$ cat src/rtl/mc_pkg.sv
// +--------------------------------------------------------------------+
// | mc_pkg: state, ALU-op and opcode encodings for multicycle_controller |
// | Revision: 1.0                                                        |
// +--------------------------------------------------------------------+
`default_nettype none

package mc_pkg;

  typedef enum logic [3:0] {
    FETCH    = 4'd0,
    DECODE   = 4'd1,
    MEMADR   = 4'd2,
    MEMREAD  = 4'd3,
    MEMWB    = 4'd4,
    MEMWRITE = 4'd5,
    EXECUTER = 4'd6,
    EXECUTEI = 4'd7,
    ALUWB    = 4'd8,
    BEQ      = 4'd9,
    JAL      = 4'd10
  } state_t;

  typedef enum logic [1:0] {
    ALUOP_ADD   = 2'b00,
    ALUOP_SUB   = 2'b01,
    ALUOP_FUNCT = 2'b10
  } aluop_t;

  localparam logic [2:0] ALU_ADD = 3'b000;
  localparam logic [2:0] ALU_SUB = 3'b001;
  localparam logic [2:0] ALU_AND = 3'b010;
  localparam logic [2:0] ALU_OR  = 3'b011;
  localparam logic [2:0] ALU_XOR = 3'b100;
  localparam logic [2:0] ALU_SLT = 3'b101;
  localparam logic [2:0] ALU_SLL = 3'b110;
  localparam logic [2:0] ALU_SRA = 3'b111;

  localparam logic [6:0] OP_LW  = 7'b0000011;
  localparam logic [6:0] OP_SW  = 7'b0100011;
  localparam logic [6:0] OP_R   = 7'b0110011;
  localparam logic [6:0] OP_I   = 7'b0010011;
  localparam logic [6:0] OP_JAL = 7'b1101111;
  localparam logic [6:0] OP_BR  = 7'b1100011;

endpackage

`default_nettype wire

$ cat src/rtl/alu_decoder.sv
// +--------------------------------------------------------------------+
// | alu_decoder: maps aluop/funct3/funct7 to the 3-bit ALU control code  |
// | Revision: 1.0                                                        |
// +--------------------------------------------------------------------+
`default_nettype none

module alu_decoder
  import mc_pkg::*;
(
  input  aluop_t     aluop,
  input  logic [2:0] funct3,
  input  logic       op5,
  input  logic       funct7b5,
  output logic [2:0] alucontrol
);

  always_comb begin
    alucontrol = ALU_ADD;
    case (aluop)
      ALUOP_ADD: alucontrol = ALU_ADD;
      ALUOP_SUB: alucontrol = ALU_SUB;
      ALUOP_FUNCT: begin
        case (funct3)
          3'b000:  alucontrol = (op5 & funct7b5) ? ALU_SUB : ALU_ADD;
          3'b001:  alucontrol = ALU_SLL;
          // sltu has no unsigned compare path and runs as signed slt
          3'b010,
          3'b011:  alucontrol = ALU_SLT;
          3'b100:  alucontrol = ALU_XOR;
          3'b101:  alucontrol = ALU_SRA;
          3'b110:  alucontrol = ALU_OR;
          default: alucontrol = ALU_AND;
        endcase
      end
      default: alucontrol = ALU_ADD;
    endcase
  end

endmodule

`default_nettype wire

$ cat src/rtl/multicycle_controller.sv
// +--------------------------------------------------------------------+
// | multicycle_controller: Moore FSM control unit for multicycle RV32I   |
// | Optional macro MC_BNE_EN adds bne (funct3=001) branch support.       |
// | Revision: 1.0                                                        |
// +--------------------------------------------------------------------+
`default_nettype none

module multicycle_controller
  import mc_pkg::*;
(
  input  logic       clk,
  input  logic       reset,
  input  logic [6:0] op,
  input  logic [2:0] funct3,
  input  logic       funct7b5,
  input  logic       zero,
  output logic       pcwrite,
  output logic       adrsrc,
  output logic       memwrite,
  output logic       irwrite,
  output logic       regwrite,
  output logic [1:0] resultsrc,
  output logic [1:0] alusrca,
  output logic [1:0] alusrcb,
  output logic [1:0] immsrc,
  output logic [2:0] alucontrol,
  output logic [3:0] state
);

  state_t state_q, state_d;
  aluop_t aluop;
  logic   pcupdate, branch, taken;
  logic   irwrite_raw, regwrite_raw, memwrite_raw;

  always_ff @(posedge clk) begin
    if (!reset) state_q <= FETCH;
    else        state_q <= state_d;
  end

  always_comb begin
    state_d      = FETCH;
    aluop        = ALUOP_ADD;
    pcupdate     = 1'b0;
    branch       = 1'b0;
    irwrite_raw  = 1'b0;
    regwrite_raw = 1'b0;
    memwrite_raw = 1'b0;
    adrsrc       = 1'b0;
    resultsrc    = 2'b00;
    alusrca      = 2'b00;
    alusrcb      = 2'b00;
    case (state_q)
      FETCH: begin
        state_d     = DECODE;
        irwrite_raw = 1'b1;
        alusrcb     = 2'b10;
        resultsrc   = 2'b10;
        pcupdate    = 1'b1;
      end
      DECODE: begin
        alusrca = 2'b01;
        alusrcb = 2'b01;
        case (op)
          OP_LW, OP_SW: state_d = MEMADR;
          OP_R:         state_d = EXECUTER;
          OP_I:         state_d = EXECUTEI;
          OP_JAL:       state_d = JAL;
          OP_BR:        state_d = BEQ;
          default:      state_d = FETCH;
        endcase
      end
      MEMADR: begin
        state_d = (op == OP_LW) ? MEMREAD : MEMWRITE;
        alusrca = 2'b10;
        alusrcb = 2'b01;
      end
      MEMREAD: begin
        state_d = MEMWB;
        adrsrc  = 1'b1;
      end
      MEMWB: begin
        resultsrc    = 2'b01;
        regwrite_raw = 1'b1;
      end
      MEMWRITE: begin
        adrsrc       = 1'b1;
        memwrite_raw = 1'b1;
      end
      EXECUTER: begin
        state_d = ALUWB;
        alusrca = 2'b10;
        aluop   = ALUOP_FUNCT;
      end
      EXECUTEI: begin
        state_d = ALUWB;
        alusrca = 2'b10;
        alusrcb = 2'b01;
        aluop   = ALUOP_FUNCT;
      end
      ALUWB: regwrite_raw = 1'b1;
      JAL: begin
        state_d  = ALUWB;
        alusrca  = 2'b01;
        alusrcb  = 2'b10;
        pcupdate = 1'b1;
      end
      BEQ: begin
        alusrca = 2'b10;
        aluop   = ALUOP_SUB;
        branch  = 1'b1;
      end
      default: state_d = FETCH;
    endcase
  end

`ifdef MC_BNE_EN
  always_comb begin
    case (funct3)
      3'b000:  taken = zero;
      3'b001:  taken = ~zero;
      default: taken = 1'b0;
    endcase
  end
`else
  assign taken = zero;
`endif

  // Enables are held off while reset is low so an abandoned instruction never writes
  assign pcwrite  = reset & (pcupdate | (branch & taken));
  assign irwrite  = reset & irwrite_raw;
  assign regwrite = reset & regwrite_raw;
  assign memwrite = reset & memwrite_raw;

  always_comb begin
    case (op)
      OP_SW:   immsrc = 2'b01;
      OP_BR:   immsrc = 2'b10;
      OP_JAL:  immsrc = 2'b11;
      default: immsrc = 2'b00;
    endcase
  end

  alu_decoder u_alu_decoder (
    .aluop      (aluop),
    .funct3     (funct3),
    .op5        (op[5]),
    .funct7b5   (funct7b5),
    .alucontrol (alucontrol)
  );

  assign state = state_q;

endmodule

`default_nettype wire

$ cat config.mk
export PLATFORM = sky130hd
export DESIGN_NAME = multicycle_controller
export DESIGN_NICKNAME = d
export VERILOG_FILES = /design/src/rtl/mc_pkg.sv /design/src/rtl/alu_decoder.sv /design/src/rtl/multicycle_controller.sv
export SDC_FILE = /design/constraint.sdc
export NUM_CORES = 1
export LEC_CHECK = 0
export CORE_MARGIN = 2
export CORE_UTILIZATION = 39
export DETAILED_ROUTE_END_ITERATION = 16
export HOLD_SLACK_MARGIN = 0.12
export PLACE_DENSITY = 0.93
export SYNTH_ARGS = -nofsm -noshare
export SYNTH_HDL_FRONTEND = slang
export SYNTH_SLANG_ARGS = --single-unit
$ cat constraint.sdc
create_clock -name clk -period 3.14 [get_ports clk]
set_input_delay 0.471 -clock clk [delete_from_list [all_inputs] [get_ports clk]]
set_output_delay 0.471 -clock clk [all_outputs]
set_load 0.005 [all_outputs]
After elaboration in Yosys (flattened, before gate mapping):

Cells that the tools add are included.
Widths: inputs -> output; s select.

* register bits: 4
* bits in latches: 0
* bits in writable memories: 0
* ROM bits: 0
* input bits: 14
* output and inout bits: 20
* word-level logic and storage cells: 61
* memories: 0

* add/sub/neg operators: 0
* multiply operators: 0
* divide/modulo/power cells: 0
* order comparisons: 0
* equal/unequal tests: 24
* shift-type cells: 0
* multiplexer cells: 17
* bitwise logic cells: 7
* reductions and logical operators: 12

Operators by type and width (number)
* $pmux 4 s5: 2
* $pmux 3 s6: 1
* $eq 4x3->1 const B: 4
* $pmux 2 s2: 4
* $eq 7x6->1 const B: 2
* $eq 7x7->1 const B: 2
* $reduce_or 2->1: 7
* $eq 4x4->1 const B: 3
* $eq 3x3->1 const B: 3
* $eq 4x2->1 const B: 2
* $eq 7x2->1 const B: 1
* $eq 7x5->1 const B: 1
* $mux 1: 7
* $and 1x1->1: 6
* $eq 3x2->1 const B: 2
* $pmux 2 s3: 1
* $pmux 3 s2: 1
* $reduce_or 3->1: 2
* $eq 4x1->1 const B: 1
* $logic_not 4->1: 1
* $reduce_or 4->1: 1
* $eq 3x1->1 const B: 1
* $logic_not 3->1: 1
* $mux 3: 1
* 3 further kinds: 3

Depth between registers and ports, before layout:

Gate-level depths: netlist (run 1).

* depth after elaboration: 5
* depth in mapped cells: 6

Modules after synthesis:

From an unflattened synthesis (run 1), not the netlist that was laid out.

* cells, all modules: 84
* area, all modules: 596.8 sq um

Modules (own cells, without submodules)
* multicycle_controller: instances 1, cells each 70, area an instance 481.7 sq um, seq. area each 80.1 sq um
* alu_decoder: instances 1, cells each 14, area an instance 115.1 sq um, seq. area each 0.0 sq um

Worst setup path after synthesis (run 1):

No wires, ideal clock.

* path kind: register to output
* from: reg state_q[1] (netlist: state[1])
* to: out alucontrol[2]
* data arrival time: 1.418 ns
* required time: 2.669 ns
* setup slack: 1.251 ns
* cell stages (with the launch flop): 6
* buffers on the path: 0
* cell sequence: dfxtp_1 nor2b_1 and2_1 ha_1 nand2b_1 a211oi_1

* cells in the longest elaborated chain, start to end: 5

RTL lines
* start, declared: RTL line multicycle_controller.sv:30 `state_t state_q, state_d;`
* start signal, assigned: RTL line multicycle_controller.sv:37 `else state_q <= state_d;`
* $eq 4x3->1: RTL line multicycle_controller.sv:52 `case (state_q)`
* $reduce_or 2->1 (no source line)
* $pmux 2 s2 (*): RTL line multicycle_controller.sv:52
* $eq 2x2->1 / $eq 2x1->1 (equally long branches): RTL line alu_decoder.sv:19 `case (aluop)`
* $pmux 3 s2 (*): RTL line alu_decoder.sv:19
* end, declared: RTL line multicycle_controller.sv:26 `output logic [2:0] alucontrol,`

Every way passes the cells marked *; elsewhere a longest branch is shown, timed or not.

Worst setup path after layout (run 1):

* from: reg state_q[3] (netlist: state[3])
* to: out alucontrol[2]

The elaborated chain is that of the path after synthesis.

==> results.yml, run 1 <==
global_routing:
  grt_pass1_wl_microns: 2940
  antenna_found_initial: 0
  track_usage_pct: 21.2
  grt_remaining_overflow: 0
  grt_max_degree: 18
  grt_pass1_vias: 688
sta:
  maxSlewViolCount: 0
  max-slew-margin-rel_pct: 67.1
  tns_ns: 0
  hold-worst-slack_ns: 0.633
  post-route-period-util_pct: 91.3
  tightest_slew_ns: 0.493
  setup_viol: 0
  final.min_clock_period_ns: 2.87
  fin_skew_ns: 0.00122
  hold_violations: 0
  max_freq_mhz: 349
  rsz0062_at_grt: "no"
critical_path:
  critPathKind: "reg2out"
  crit_slowest_cell: "dfxtp_1"
  crit_fanout: 14
  cp-end-kind: "output port"
  rr_worst_depth: 3
  critPathLaunchType: "flop"
  rrSetupSlack_ns: 1.77
  worstPathCellList: "nor2b_1, and2_1, ha_1, nand2b_1, a211oi_1, clkdlybuf4s50_1"
  critPathMaxStageDelay_ns: 0.58
  arrival_ns: 2.39
  cp-endpoint: "alucontrol[2]"
  required_ns: 2.67
  reg2reg_from: "state[2]"
  worstSetupStartpoint: "state[3]"
  r2r-end: "state[2]"
pwr:
  irDropWorstVdd_uv: 165
  p_per_area_mw_per_mm2: 201
  p_leak_nw: 0.360
  p_total_mw: 0.189
placed_design:
  gp_congestion: 0.892
  port_buffers: 33
  place_area_sq_um: 916
  dp_hpwl_microns: 1310
cells_and_area:
  final_cell_mix: "33 x clkdlybuf4s50_1, 4 x nor2b_1, 4 x inv_1, 4 x nor2_1, 4 x nor3_1"
  stdcell_area_sq_um: 940
  largest_register_ff_count: 4
  n_fill_cell: 129
  final_util_pct: 69.6
  nets: 128
  antenna_cells: 0
  drive_gt1_share_pct: 11.8
  area_growth_pct: 61.5
  final_common_cell: "clkdlybuf4s50_1"
clock_tree:
  postCtsHoldBufs: 0
  root_buffer: "clkbuf_4"
  cts_buffer_depth: 2
  cts_buffers: 3
  cts.sinks: 4
  clk_pin_slew_worst_paths_ns: 0.04
  cts-htree-levels: 1
  clk_latency_ns: 0.24
  cts_tree: "done"
synthesis:
  syn_area_sq_um: 582
  synthCells: 77
  ys_warn_count: 0
  avgSynthCellArea_sq_um: 7.56
  synth_seq_area_share_pct: 13.8
  ys_seq_elements: 4
  synth_nets: 93
  synth_cell_types: 43
floorplan:
  io-pin-count: 34
  die_h_microns: 42.6
  fp-row-count: 13
  coreArea_sq_mm: 0.00135
  initial_core_util_pct: 43.1
  die_area_sq_mm: 0.00182
  fp.dieW_microns: 42.6
detailed_routing:
  drt-total-wl_microns: 1700
  dr.first_iter.drc_count: 14
  drcViolationCount: 0
  drt_first_pass_iters: 4
  routedWlPerCell_microns: 13.6
  dr_total_vias: 747
  ant_nets: 0
  viasPerCell: 5.98
flow_run:
  drv_cap: 0
run_status:
  outcome: "finished, final reports clean"
worst_hold_path:
  min_from: "state[1]"
  hold_path.class: "reg2reg"
-- kinds of logic (layout without fill, tap and decap cells) --
logic type | Yosys count | after routing | synth area share (%)
compound gates | 17 | 17 | 21.5
simple gates | 41 | 41 | 47.1
mux | 1 | 1 | 1.72
buf+inv | 9 | 42 | 7.10
xor+xnor | 3 | 3 | 4.52
flops | 4 | 4 | 13.8
fa+ha+maj | 2 | 2 | 4.30
-- timing repair --
item,in CTS,in global routing
endpoints found under the setup margin,0,1
setup buffers,0,0
resized for setup,0,1
-- critical path: cells and delay by family, from the launching register on --
family,cells,cell delay [ns]
AND/OR/NAND/NOR,3,0.50
flip-flops,1,0.58
adder cells (fa/ha/maj),1,0.28
AO/OA/AOI/OAI,1,0.24
buffers and inverters,1,0.54
-- per-layer routing --
layer  GRT usage, %  wire, microns  up-vias
li1               -              -      358
met1           23.0            723      353
met2           37.9            850       31
met3           5.17             90        5
met4           10.0             31        0
met5              0              0        -
-- metrics by stage --
stage          cells  setup WS (ns)
3_5_place_dp     122          0.445
3_3_place_gp     122          0.507
2_1_floorplan     77           1.25
5_1_grt          125          0.131
4_1_cts          125          0.184
6_report         125          0.274
-- synth_stat cells --
| library cell | instances | area share (%) |
|---|---|---|
| nor4_1 | 1 | 1.1 |
| nor2b_1 | 4 | 4.3 |
| or3b_4 | 1 | 1.9 |
| dfxtp_1 | 4 | 14 |
| o21a_1 | 2 | 2.6 |
| xnor2_1 | 2 | 3.0 |
| a21o_1 | 1 | 1.3 |
| and3b_1 | 1 | 1.5 |
| a21oi_1 | 3 | 2.6 |
| a31oi_1 | 1 | 1.1 |
| nor3_2 | 1 | 1.7 |
| and2_1 | 1 | 1.1 |
| nand3b_1 | 2 | 2.6 |
| a221oi_2 | 1 | 2.6 |
| nand2b_1 | 2 | 2.2 |
| buf_2 | 3 | 2.6 |
| o21bai_1 | 2 | 2.6 |
| nand4_1 | 3 | 3.2 |
| nand3_1 | 1 | 0.86 |
| inv_2 | 1 | 0.64 |
| and4_2 | 1 | 1.7 |
| nor4_2 | 1 | 2.2 |
| o22a_1 | 1 | 1.5 |
| nor3b_1 | 3 | 3.9 |
| a221oi_1 | 1 | 1.5 |
| a211oi_1 | 1 | 1.3 |
| nor3_1 | 4 | 3.4 |
| nor2_1 | 4 | 2.6 |
| a21boi_1 | 1 | 1.3 |
| xor2_1 | 1 | 1.5 |
| nor4b_1 | 1 | 1.5 |
| a311oi_1 | 1 | 1.5 |
| inv_1 | 4 | 2.6 |
| nand2_1 | 3 | 1.9 |
| buf_4 | 1 | 1.3 |
| and3_2 | 1 | 1.3 |
| o21ai_0 | 2 | 1.7 |
| and2_0 | 1 | 1.1 |
| mux2i_1 | 1 | 1.7 |
| and3_1 | 3 | 3.2 |
| ha_1 | 2 | 4.3 |
| and4bb_2 | 1 | 2.2 |
| and4b_1 | 1 | 1.7 |
-- report_power, final --
group / internal, mW / switching [mW]
clock: 0.0430 / 0.0247
sequential: 0.0522 / 0.000956
combinational: 0.0412 / 0.0271
total: 0.136 / 0.0527
-- worst min path at each step --
stage	to	cells past startpoint
global placement	state[1]	3
floorplan	state[2]	2
CTS	state[1]	3
finish	state[1]	2
global route	state[1]	2
detailed placement	state[1]	3
-- area by class of cell --
type / count / area [sq um] / area share, %
multi-input cells: 64 / 460 / 49.0
inverters: 5 / 18.8 / 2.00
flip-flops and latches: 4 / 81.3 / 8.66
repair buffers: 34 / 338 / 36.0
clock buffers: 3 / 22.5 / 2.40
well taps: 15 / 18.8 / 2.00
No activity file was read; power rests on OpenSTA's default activity.
==> run 2: changes to the inputs <==
--- a/config.mk
+++ b/config.mk
@@ -11,3 +11,4 @@
 export HOLD_SLACK_MARGIN = 0.12
-export PLACE_DENSITY = 0.93
+export PLACE_DENSITY = 0.82
+export REMOVE_ABC_BUFFERS = 1
 export SYNTH_ARGS = -nofsm -noshare
==> constraint.sdc (replaced) <==
create_clock -name clk -period 3.14 [get_ports clk]
set_input_delay 0.628 -clock clk [delete_from_list [all_inputs] [get_ports clk]]
set_output_delay 0.628 -clock clk [all_outputs]
set_load 0.005 [all_outputs]
==> run 2 against run 1 <==
Fmax down 0.67%. Sequential share of layout area down 0.32 points. Register-to-register slack is essentially flat. Die area stayed put. Critical path type is now in2out. Clock power fell by 0.6%. Global-route usage shrank 2.7 points. Largest power group unchanged. Cell count rose by 2.4%. Flip-flop and latch count unchanged.
==> results.yml, run 2 (synthesized netlist as in run 1, its figures left out) <==
cells_and_area:
  drive_gt1_share_pct: 13.3
  n_fill_cell: 118
  final_util_pct: 71.2
  stdcell_area_sq_um: 961
  area_growth_pct: 65.2
  final_common_cell: "clkdlybuf4s50_1"
  antenna_cells: 0
  largest_register_ff_count: 4
  nets: 131
floorplan:
  initial_core_util_pct: 43.1
  fp-row-count: 13
  coreArea_sq_mm: 0.00135
  die_area_sq_mm: 0.00182
  io-pin-count: 34
  fp.dieW_microns: 42.6
  die_h_microns: 42.6
detailed_routing:
  drt-total-wl_microns: 1640
  drcViolationCount: 0
  dr.first_iter.drc_count: 24
  dr_total_vias: 715
  drt_first_pass_iters: 4
  routedWlPerCell_microns: 12.8
  viasPerCell: 5.59
  ant_nets: 0
critical_path:
  critPathLaunchType: "primary input"
  critPathMaxStageDelay_ns: 0.55
  worstPathCellList: "clkdlybuf4s50_1, or3b_4, nor3_1, clkdlybuf4s50_1"
  crit_fanout: 5
  required_ns: 2.51
  critPathMostFrequentCell: "clkdlybuf4s50_1"
  crit_family: "buffers and inverters"
  crit_slowest_cell: "clkdlybuf4s50_1"
  cp-end-kind: "output port"
  path_buf_inv: 2
  critPathKind: "in2out"
  arrival_ns: 2.26
clock_tree:
  cts_resized: 0
  root_buffer: "clkbuf_4"
  cts_buffers: 3
  postCtsHoldBufs: 0
  cts_buffer_depth: 2
  cts.sinks: 4
  clk_latency_ns: 0.25
  clk_pin_slew_worst_paths_ns: 0.04
  cts-htree-levels: 1
  post_cts_buffers: 0
  cts_tree: "done"
global_routing:
  grt_max_degree: 15
  grt_pass1_wl_microns: 2600
  track_usage_pct: 18.6
  grt_remaining_overflow: 0
  antenna_found_initial: 0
  grt_pass1_vias: 626
pwr:
  p_per_area_mw_per_mm2: 197
  p_leak_nw: 0.375
  irDropWorstVdd_uv: 156
worst_hold_path:
  hold_path.class: "reg2reg"
sta:
  fin_skew_ns: 0.00795
  final.min_clock_period_ns: 2.89
  hold-worst-slack_ns: 0.707
  hold_violations: 0
  max-slew-margin-rel_pct: 78.4
  setup_viol: 0
  tns_ns: 0
  max_freq_mhz: 347
  rsz0062_at_grt: "no"
  maxSlewViolCount: 0
  post-route-period-util_pct: 91.9
  tightest_slew_ns: 0.322
  final.setup.worst_slack_ns: 0.255
placed_design:
  dp_hpwl_microns: 1280
  gp_congestion: 0.822
  pre_cts_slack_ns: 0.254
  port_buffers: 33
  place_area_sq_um: 938
flow_run:
  drv_cap: 0
run_status:
  outcome: "finished, final reports clean"
[run 2: final cells by class]
class	instances	area, sq um	share of cell area, %
timing repair buffer	37	360	37.5
inverter	5	18.8	1.95
clock buffer	3	22.5	2.34
tap	15	18.8	1.95
multi-input combinational	64	460	47.9
sequential	4	80.1	8.33
[run 2: worst min-delay path, stage by stage, from the launching register on]
cell and delay, ns:
dfxtp_1 0.30, buf_4 0.17, nand2b_1 0.11, a221oi_1 0.09
[run 2: worst paths after layout]
path                               start  endpoint  slack (ns)  cells after the start
worst max register to register  state[2]  state[2]        1.77                      4
worst min-delay path            state[0]  state[1]        0.71                      3
worst max-delay path               reset   irwrite        0.25                      4
worst min register to register  state[0]  state[1]        0.71                      3
[run 2: where the power goes]
part	internal (mW)	switching (mW)
registers	0.0522	0.000601
clock network	0.0430	0.0244
logic	0.0414	0.0274
[run 2: stage by stage]
step | power (mW) | std cells
after CTS | 0.191 | 128
after detailed placement | 0.122 | 125
after floorplan | 0.0792 | 73
after global routing | 0.197 | 128
after global placement | 0.121 | 125
final | 0.189 | 128
[run 2: routing by layer]
metal / vias up / track usage, % / share of wire (%)
met5: - / 0 / 0
met3: 2 / 2.59 / 5.6
met4: 0 / 11.3 / 1.4
met1: 326 / 22.3 / 45
met2: 28 / 30.6 / 48
li1: 359 / - / -
